[src/rtl/serial_adder_ctrl.sv]
// Serial add/subtract sequencer: one shared 2-bit ripple slice processes WIDTH
// bits over WIDTH/2 RUN cycles behind a start/busy/done handshake.
module serial_adder_ctrl #(
  parameter int WIDTH = 8
) (
  input  logic             clk,
  input  logic             rst_n,
  input  logic             start,
  input  logic             sub,
  input  logic             cin,
  input  logic [WIDTH-1:0] a,
  input  logic [WIDTH-1:0] b,
  output logic             busy,
  output logic             done,
  output logic [WIDTH-1:0] sum,
  output logic             cout,
  output logic             ovf
);
  localparam int DIGITS = WIDTH / 2;
  localparam int CNT_W = (DIGITS > 1) ? $clog2(DIGITS) : 1;
  localparam logic [CNT_W-1:0] LAST_DIGIT = CNT_W'(DIGITS - 1);

  if ((WIDTH < 2) || ((WIDTH % 2) != 0)) begin : g_bad_width
    $error("serial_adder_ctrl: WIDTH must be even and >= 2");
  end

  typedef enum logic [1:0] {IDLE = 2'd0, RUN = 2'd1, DONE = 2'd2} state_t;

  // Returns {carry, sum}.
  function automatic logic [1:0] half_add(input logic x, input logic y);
    return {x & y, x ^ y};
  endfunction

  function automatic logic [1:0] full_add(input logic x, input logic y, input logic ci);
    logic [1:0] h0;
    logic [1:0] h1;
    h0 = half_add(x, y);
    h1 = half_add(h0[0], ci);
    return {h0[1] | h1[1], h1[0]};
  endfunction

  state_t           state_r;
  logic [WIDTH-1:0] op_a_r, op_b_r, sum_r;
  logic             carry_r, busy_r, done_r, cout_r, ovf_r;
  logic [CNT_W-1:0] cnt_r;

  logic [1:0]       lo_s, hi_s;
  logic [WIDTH+1:0] sum_ext_s, op_a_ext_s, op_b_ext_s;

  // Shared 2-bit slice; lo_s[1] is the carry into bit 1 (into the MSB on the last digit).
  always_comb begin
    lo_s       = full_add(op_a_r[0], op_b_r[0], carry_r);
    hi_s       = full_add(op_a_r[1], op_b_r[1], lo_s[1]);
    sum_ext_s  = {hi_s[0], lo_s[0], sum_r};
    op_a_ext_s = {2'b00, op_a_r};
    op_b_ext_s = {2'b00, op_b_r};
  end

  // Controller FSM with registered handshake and result outputs.
  always_ff @(posedge clk or negedge rst_n) begin
    if (!rst_n) begin
      state_r <= IDLE;
      op_a_r  <= '0;
      op_b_r  <= '0;
      sum_r   <= '0;
      carry_r <= 1'b0;
      cnt_r   <= '0;
      busy_r  <= 1'b0;
      done_r  <= 1'b0;
      cout_r  <= 1'b0;
      ovf_r   <= 1'b0;
    end else begin
      case (state_r)
        IDLE: begin
          done_r <= 1'b0;
          if (start) begin
            op_a_r  <= a;
            op_b_r  <= sub ? ~b : b;
            carry_r <= sub ? 1'b1 : cin;
            cnt_r   <= '0;
            sum_r   <= '0;
            cout_r  <= 1'b0;
            ovf_r   <= 1'b0;
            busy_r  <= 1'b1;
            state_r <= RUN;
          end else begin
            busy_r  <= 1'b0;
          end
        end
        RUN: begin
          sum_r   <= sum_ext_s[WIDTH+1:2];
          op_a_r  <= op_a_ext_s[WIDTH+1:2];
          op_b_r  <= op_b_ext_s[WIDTH+1:2];
          carry_r <= hi_s[1];
          cnt_r   <= cnt_r + CNT_W'(1);
          if (cnt_r == LAST_DIGIT) begin
            cout_r  <= hi_s[1];
            ovf_r   <= hi_s[1] ^ lo_s[1];
            done_r  <= 1'b1;
            state_r <= DONE;
          end else begin
            done_r  <= 1'b0;
          end
        end
        DONE: begin
          done_r  <= 1'b0;
          busy_r  <= 1'b0;
          state_r <= IDLE;
        end
        default: begin
          done_r  <= 1'b0;
          busy_r  <= 1'b0;
          state_r <= IDLE;
        end
      endcase
    end
  end

  assign busy = busy_r;
  assign done = done_r;
  assign sum  = sum_r;
  assign cout = cout_r;
  assign ovf  = ovf_r;

endmodule

[config.mk]
export PLATFORM = sky130hd
export DESIGN_NAME = serial_adder_ctrl
export DESIGN_NICKNAME = d
export VERILOG_FILES = /design/src/rtl/serial_adder_ctrl.sv
export SDC_FILE = /design/constraint.sdc
export NUM_CORES = 1
export LEC_CHECK = 0
export CAP_MARGIN = 10
export CORE_ASPECT_RATIO = 1.75
export CORE_MARGIN = 5
export CORE_UTILIZATION = 50
export DETAILED_ROUTE_END_ITERATION = 12
export GPL_ROUTABILITY_DRIVEN = 0
export PLACE_DENSITY = 0.78
export SETUP_SLACK_MARGIN = 0.3
export SLEW_MARGIN = 40
export SYNTH_ARGS = -nofsm -noshare
export SYNTH_HDL_FRONTEND = slang
export SYNTH_SLANG_ARGS = --single-unit
[constraint.sdc]
create_clock -name clk -period 1.9 [get_ports clk]
set_input_delay 0.19 -clock clk [delete_from_list [all_inputs] [get_ports clk]]
set_output_delay 0.19 -clock clk [all_outputs]
set_load 0.01 [all_outputs]
## After elaboration in Yosys (flattened, before gate mapping)

Index checks and enable logic that the tools add are counted.

| word-level totals | value |
|---|---|
| bits in registers | 33 |
| input bits | 21 |
| output and inout bits | 12 |
| logic and storage cells | 56 |

| operators by class | value |
|---|---|
| add/sub/neg operators | 1 |
| eq/ne operators | 4 |
| muxes and demuxes | 24 |
| bitwise logic cells | 12 |
| reductions and logical operators | 5 |

Operator list:

| kind | number |
|---|---|
| 8-bit case mux with 2 select lines | 3 |
| 8-bit two-way mux | 4 |
| 1-bit two-way mux | 8 |
| 8-bit NOT | 1 |
| 1-bit case mux with 2 select lines | 4 |
| 2-bit case mux with 2 select lines | 2 |
| 2-bit two-way mux | 3 |
| 1-bit XOR | 5 |
| 1-bit bitwise AND | 4 |
| 2-bit inequality test, second input constant | 2 |
| 2-bit AND reduction | 2 |
| 3-bit AND reduction | 1 |
| 2-bit by 1-bit adder with 2-bit output, second input constant | 1 |
| 2-bit by 1-bit == test with 1-bit output, second input constant | 1 |
| 2-bit == test, second input constant | 1 |
| 2-bit logical NOT | 1 |
| 1-bit bitwise OR | 2 |
| 2-bit nonzero test | 1 |

## Depth between registers and ports, before layout

Gate-level depths: netlist (run 1).

| logic depth | value |
|---|---|
| depth after elaboration | 8 |
| mapped depth | 7 |
| mapped depth without buffers | 7 |

## Least setup slack after synthesis (run 1)

OpenSTA, ideal clock, no wires.

| timing | value |
|---|---|
| path kind | register -> register |
| from | register op_a_r[0] |
| to | register sum_r[7] (netlist: sum[7]) |
| setup time | 0.121 ns |
| data arrival time | 1.497 ns |
| required time | 1.779 ns |
| slack | 0.282 ns |
| stages on the path, launching flop included | 6 |
| buffers on the path | 0 |
| period minus slack after synthesis | 1.618 ns |
| path through | dfrtp_1 > inv_1 > fa_1 > inv_1 > fa_1 > a22o_1 |

| on the way | value |
|---|---|
| word-level cells in the longest chain between the ends | 5 |
| elaborated cells between the ends (all ways) | 6 |
| classes of those cells | mux (1); bitwise (5) |

RTL lines:

| what | RTL line | RTL |
|---|---|---|
| start, declared | 43 | `logic [WIDTH-1:0] op_a_r, op_b_r, sum_r;` |
| start signal, assigned | 92 | `op_a_r <= op_a_ext_s[WIDTH+1:2];` |
| 1-bit XOR | 31 | `return {x & y, x ^ y};` |
| 1-bit bitwise AND | 31 |  |
| 1-bit bitwise OR * | 39 | `return {h0[1] \| h1[1], h1[0]};` |
| 1-bit XOR * | 31 |  |
| 8-bit case mux with 2 select lines * | 73 | `case (state_r)` |
| end signal, assigned | 91 | `sum_r <= sum_ext_s[WIDTH+1:2];` |
| end, declared | 43 |  |

Mark *: on every way between the ends. The rest lies on a longest branch, timed or not.
A chain may end at the register's enable or synchronous reset.

## Final worst setup path (run 1)

| timing | value |
|---|---|
| from | register carry_r |
| to | register sum_r[7] (netlist: sum[7]) |

| on the way | value |
|---|---|
| word-level cells in the longest chain between the ends | 4 |

RTL lines:

| what | RTL line | RTL |
|---|---|---|
| start, declared | 44 | `logic carry_r, busy_r, done_r, cout_r, ovf_r;` |
| start signal, assigned | 79 | `carry_r <= sub ? 1'b1 : cin;` |
| start signal, assigned | 94 | `carry_r <= hi_s[1];` |
| 1-bit bitwise AND | 31 |  |
| 1-bit bitwise OR | 39 |  |
| 1-bit XOR | 31 |  |
| 8-bit case mux with 2 select lines | 73 |  |

No other way between the ends.

==> results.md, run 1 <==
- Final hold violations: 0
- # rows: 27
- Seq cells post-synth: 33
- CP max FO: 2
- Fin nets: 218
- MaxCap Viol Count: 0
- Cell area after synthesis: 0.00162 mm^2
- Setup Skew: 0.00595 ns
- Initial Utilization: 51.4%
- Critical path type: reg -> reg
- Required time worst endpoint: 2.07 ns
- Status: completed
- Worst Hold Class: in -> async
- Die span in y: 85.2 um
- CP Capture Type: register
- RSZ-0062 raised after global routing: yes
- Via count: 1321
- Post-CTS Hold Fix Bufs: 0
- CP Launch Type: register
- Syn Nets: 179
- Setup TNS: 0 ns
- Buffer depth of the longest clock path: 2
- Leading area contributor after synthesis: dfrtp_1
- Vias in the first global route: 1382
- Least-Margin Pin Slew: 0.486 ns
- Post-synthesis cell count: 155
- Pin count of the biggest net entering global routing: 34
- Antenna-violating nets left: 0
- WL/cell: 15.7 um
- Port-buffer cells: 32
- Comb pwr share: 43.2%
- # DRC: 0
- Detailed-placement wirelength estimate: 2630 um
- Final worst path period share: 86.1%
- Io pins: 33
- Iteration-0 DRC Markers: 35
- GRT Util Overall: 18.8%
- Fillcell total: 253
- Sequential power share: 40.1%
- Min cycle time layout: 1.64 ns
- NetSw: 1.12 mW
- First-pass DRT Iterations: 4
- Die W: 53.0 um
- Hold Slack: 0.305 ns
- Slew Limit Fails: 0
- Multi-input logic area: 716 um^2
- Sink Count: 33
- WP data arrival: 1.80 ns
- DIE AREA: 0.00451 mm^2
- Rel. slew slack: 67.6%
- Sequential-to-total area share from yosys stat: 51.1%
- GR Overflow Total: 0
- Clock Power Share: 16.7%
- Peak Freq: 0.611 GHz
- Area delta synth->final: 32.4%
- CTS buffer count: 5
- EDFF count, synth: 0
- Peak supply drop: 0.972 mV
- Wire length of the first global-routing pass: 6370 um
- Yosys cell types: 26
- CTS tree: yes
- Clk root buf: clkbuf_8
- Core footprint: 0.00314 mm^2
- Drt total wl: 3730 um
- Commonest cells in the netlist: dfrtp_1, o21ai_0, a21oi_1, nor2b_1, inv_1
- Sw Share: 35.8%
- Synthesis Warnings: 0
- Via/cell ratio: 5.57
- Top-count cell post-synth: dfrtp_1
- Seq. cell area: 827 um^2
- Antenna violations before repair: 0
- Syn avg cell area: 10.4 um^2
- Share of cells above drive strength 1: 16.0%
- Leak: 0.908 nW
- Final setup fails: 0
- Pwr dens: 1460 mW/mm^2
- ANT cells: 0
- Post-synth top area share: 51.1%
- Largest cells by area after synthesis: dfrtp_1, a22o_1, o21ai_0, nor2b_1, a22oi_1
- Cell internal pwr: 2.01 mW
- Clk slew on worst S/H paths: 0.07 ns
- Worst skew pair latency: 0.29 ns
- Synth Flop Type: dfrtp_1
- H-tree levels: 2
- Async set or reset register ratio after synthesis: 100%
==> flip-flops by register name, summed over array words and instances (netlist names) <==
signal   flops
op_a_r       8
op_b_r       8
sum          8
cnt_r        2
state_r      2
busy         1
carry_r      1
cout         1
done         1
ovf          1
==> area by class of cell <==
class / instances / share of cell area (%)
well taps: 43 / 2.52
repair buffers: 45 / 19.5
flip-flops and latches: 33 / 38.7
multi-input cells: 99 / 33.5
clock buffers: 7 / 4.04
inverters: 10 / 1.76
==> power by group through the flow <==
stage               clock network [mW]  registers (mW)  logic (mW)
floorplan                            0            1.21       0.772
detailed placement                   0            1.25        1.24
CTS                              0.534            1.24        1.32
finish                           0.522            1.25        1.35
global placement                     0            1.22        1.18
global route                     0.570            1.29        1.49
==> layer usage <==
layer  routed length (um)  part of all wire [%]  GRT usage [%]  vias to the layer above
met5                    0                     0              0                        -
met4                   95                   2.5           9.30                        0
met3                  180                   4.8           4.22                        9
met2                 1950                    52           31.1                       35
met1                 1510                    40           22.3                      650
li1                     -                     -              -                      627
==> critical path, stage by stage, from the launching register on <==
cell,delay (ns)
dfrtp_1,0.37
inv_2,0.06
fa_2,0.39
inv_2,0.06
fa_2,0.42
a22o_1,0.22
==> worst paths after layout <==
| check | from | end | slack [ns] | cells past startpoint |
|---|---|---|---|---|
| worst min-delay path | rst_n | ovf | 0.31 | 2 |
| min in group clk | sum[1] | sum[1] | 0.50 | 1 |
| worst max-delay path | carry_r | sum[7] | 0.26 | 5 |
| worst min register to register | sum[1] | sum[1] | 0.50 | 1 |
| max in group asynchronous | rst_n | state_r[0] | 1.29 | 2 |
| worst max register to register | carry_r | sum[7] | 0.26 | 5 |
==> cells by family after synthesis <==
logic type,share of synthesized area [%]
buffers and inverters,6.04
adders and majority gates,3.25
and+or+nand+nor,9.92
DFF,51.1
xor gates and xnor gates,4.88
AOI/OAI and AO/OA,24.8
==> metrics by stage <==
stage	setup WS, ns	std cells	power [mW]	instance area (um^2)	util, %
2_1_floorplan	0.282	155	1.98	1620	-
3_3_place_gp	0.172	225	2.41	1990	63.3
3_5_place_dp	0.133	225	2.49	1990	63.3
4_1_cts	0.263	235	3.10	2110	67.2
5_1_grt	0.214	237	3.35	2140	68.1
6_report	0.265	237	3.12	2140	68.1
==> layout by cell type (no fill, tap or decap), drive strengths merged, types with 3 or more instances in the layout <==
master,instances
a22oi,9
a221o,4
clkbuf,7
xnor2,7
o32ai,4
dfrtp,33
inv,10
a21oi,11
a22o,9
nand2,9
nand2b,3
buf,13
nor2b,11
o21ai,15
clkdlybuf4s50,32
==> what timing repair did <==
| action | 4_1_cts | 5_1_grt |
|---|---|---|
| pin swaps | 4 | 2 |
| setup endpoints to repair | 7 | 13 |
| resized for setup | 8 | 3 |
| setup buffers | 3 | 2 |
Note: power is estimated with default switching activity, not from simulation.
==> run 2, diff against run 1 <==
Settings changed: GPL_TIMING_DRIVEN set to 0.
==> run 2 against run 1 <==
Effect of this change: combinational power is 4% higher; cell area grew 0.82%; fmax rose by 0.67%; first-iteration DRC count down 49%; register-to-register slack is essentially flat; setup slack better by 0.011 ns; utilization up 0.56 points; die area did not move; critical path type unchanged; critical endpoint unchanged; largest cell class unchanged; largest power group unchanged.
==> results.md, run 2 (same netlist as run 1, synthesis figures left out) <==
- Status: completed (unchanged)
- Via count: 1385 (was 1321)
- Worst Hold Class: in -> async (unchanged)
- Die W: 53.0 um (unchanged)
- Sequential power share: 38.6% (was 40.1%)
- Port-buffer cells: 31 (was 32)
- # rows: 27 (unchanged)
- Min cycle time layout: 1.62 ns (was 1.64 ns)
- CTS tree: yes (unchanged)
- Setup TNS: 0 ns (unchanged)
- Fillcell total: 255 (was 253)
- # DRC: 0 (unchanged)
- DP Cell Count: 230 (was 225)
- Detailed-placement wirelength estimate: 2870 um (was 2630 um)
- H-tree levels: 2 (unchanged)
- Die span in y: 85.2 um (unchanged)
- Fin nets: 226 (was 218)
- Peak supply drop: 0.922 mV (was 0.972 mV)
- Pwr dens: 1460 mW/mm^2 (about the same)
- Final hold violations: 0 (unchanged)
- RSZ-0062 raised after global routing: yes (unchanged)
- First-pass DRT Iterations: 4 (unchanged)
- Final worst path period share: 85.5% (was 86.1%)
- WL/cell: 16.2 um (was 15.7 um)
- Sw Share: 36.4% (was 35.8%)
- Clock Power Share: 16.6% (was 16.7%)
- Worst skew pair latency: 0.28 ns (was 0.29 ns)
- Antenna-violating nets left: 0 (unchanged)
- Most common cell after layout, fill and taps aside: dfrtp_1
- Critical-path cell list: inv_2 -> fa_2 -> inv_2 -> fa_2 -> a22o_1 (unchanged)
- Vias in the first global route: 1495 (was 1382)
- Clk slew on worst S/H paths: 0.06 ns (was 0.07 ns)
- Via/cell ratio: 5.65 (was 5.57)
- Seq. cell area: 826 um^2 (was 827 um^2)
- Cell internal pwr: 2.01 mW (about the same)
- Share of cells above drive strength 1: 15.3% (was 16.0%)
- Comb pwr share: 44.7% (was 43.2%)
- Multi-input logic area: 697 um^2 (was 716 um^2)
- Slew Limit Fails: 0 (unchanged)
- Sink Count: 33 (unchanged)
- CP Capture Type: register (unchanged)
- Buffer depth of the longest clock path: 2 (unchanged)
- Antenna violations before repair: 0 (unchanged)
- CP peak stage delay: 0.42 ns (about the same)
- GRT Util Overall: 20.5% (was 18.8%)
- Peak Freq: 0.616 GHz (was 0.611 GHz)
- Leak: 0.919 nW (was 0.908 nW)
- Commonest non-fill, non-tap cells in the layout: dfrtp_1, clkdlybuf4s50_1, o21ai_0 (unchanged)
- ANT cells: 0 (unchanged)
- Non-Filler Instances: 245 (was 237)
- Clk root buf: clkbuf_8 (unchanged)
- NetSw: 1.15 mW (was 1.12 mW)
- Rel. slew slack: 68.6% (was 67.6%)
- Drt total wl: 3960 um (was 3730 um)
- Required time worst endpoint: 2.07 ns (about the same)
- CP Launch Type: register (unchanged)
- MaxCap Viol Count: 0 (unchanged)
- CP max FO: 2 (unchanged)
- Setup Skew: 0.00248 ns (was 0.00595 ns)
- GR Overflow Total: 0 (unchanged)
- Pin count of the biggest net entering global routing: 24 (was 34)
- Core footprint: 0.00314 mm^2 (unchanged)
- Wire length of the first global-routing pass: 6860 um (was 6370 um)
- DIE AREA: 0.00451 mm^2 (unchanged)
- Area delta synth->final: 33.5% (was 32.4%)
- Critical path type: reg -> reg (unchanged)
- Iteration-0 DRC Markers: 18 (was 35)
- Initial Utilization: 51.4% (unchanged)
- Slowest CP cell: fa_2 (unchanged)
- Final setup fails: 0 (unchanged)
- WP data arrival: 1.80 ns (about the same)
- Io pins: 33 (unchanged)
- Least-Margin Pin Slew: 0.470 ns (was 0.486 ns)
- CTS buffer count: 5 (unchanged)
## run 2: path summary, 6_finish.rpt
kind / startpoint / endpoint / slack [ns] / cells past startpoint
min in group clk: sub / op_b_r[0] / 0.39 / 3
setup / recovery: op_b_r[0] / sum[7] / 0.28 / 5
hold / removal: rst_n / state_r[0] / 0.32 / 2
max in group asynchronous: rst_n / op_b_r[7] / 1.17 / 3
setup reg to reg: op_b_r[0] / sum[7] / 0.28 / 5
hold reg to reg: sum[1] / sum[1] / 0.50 / 1
## run 2: area by class of cell
class	instances	area share, %
Buffer	13	2.79
Tap cell	43	2.50
Inverter	10	1.74
Clock buffer	7	4.00
Timing Repair Buffer	40	18.3
Multi-Input combinational cell	99	32.3
Sequential cell	33	38.3
## run 2: through the flow
step	utilization, %	cell area, um^2	hold slack, ns	total power, mW	setup WS, ns
6_report	68.6	2160	0.322	3.16	0.275
2_1_floorplan	-	1620	-0.106	1.98	0.282
4_1_cts	67.7	2130	0.328	3.12	0.277
3_5_place_dp	63.7	2000	0.0910	2.52	0.148
5_1_grt	68.6	2160	0.347	3.38	0.218
3_3_place_gp	63.0	1980	0.483	2.44	0.0234
## run 2: routing by layer
| layer | global-route usage [%] | vias up | wire length, um |
|---|---|---|---|
| li1 | - | 639 | - |
| met1 | 21.4 | 688 | 1490 |
| met2 | 35.3 | 43 | 2110 |
| met3 | 4.75 | 15 | 210 |
| met4 | 12.6 | 0 | 153 |
| met5 | 0 | - | 0 |
## run 2: power by group through the flow
stage	logic [mW]	clock network (mW)	registers, mW
6_report	1.41	0.525	1.22
5_1_grt	1.56	0.564	1.26
4_1_cts	1.37	0.532	1.21
3_5_place_dp	1.30	0	1.22
3_3_place_gp	1.23	0	1.20
2_1_floorplan	0.772	0	1.21
## run 2: worst max-delay path, delay by kind of cell, from the launching register on
kind,cells,cell delay [ns]
buffers and inverters,2,0.12
flip-flops,1,0.37
adder cells (fa/ha/maj),2,0.82
AO/OA/AOI/OAI,1,0.21
## run 2: what timing repair did
item / 4_1_cts / 5_1_grt
setup endpoints to repair: 3 / 4
endpoints found under the hold margin: 10 / 0
resized for setup: 8 / 0
buffers inserted: 3 / 4
pin swaps: 3 / 2
hold buffers: 1 / 0
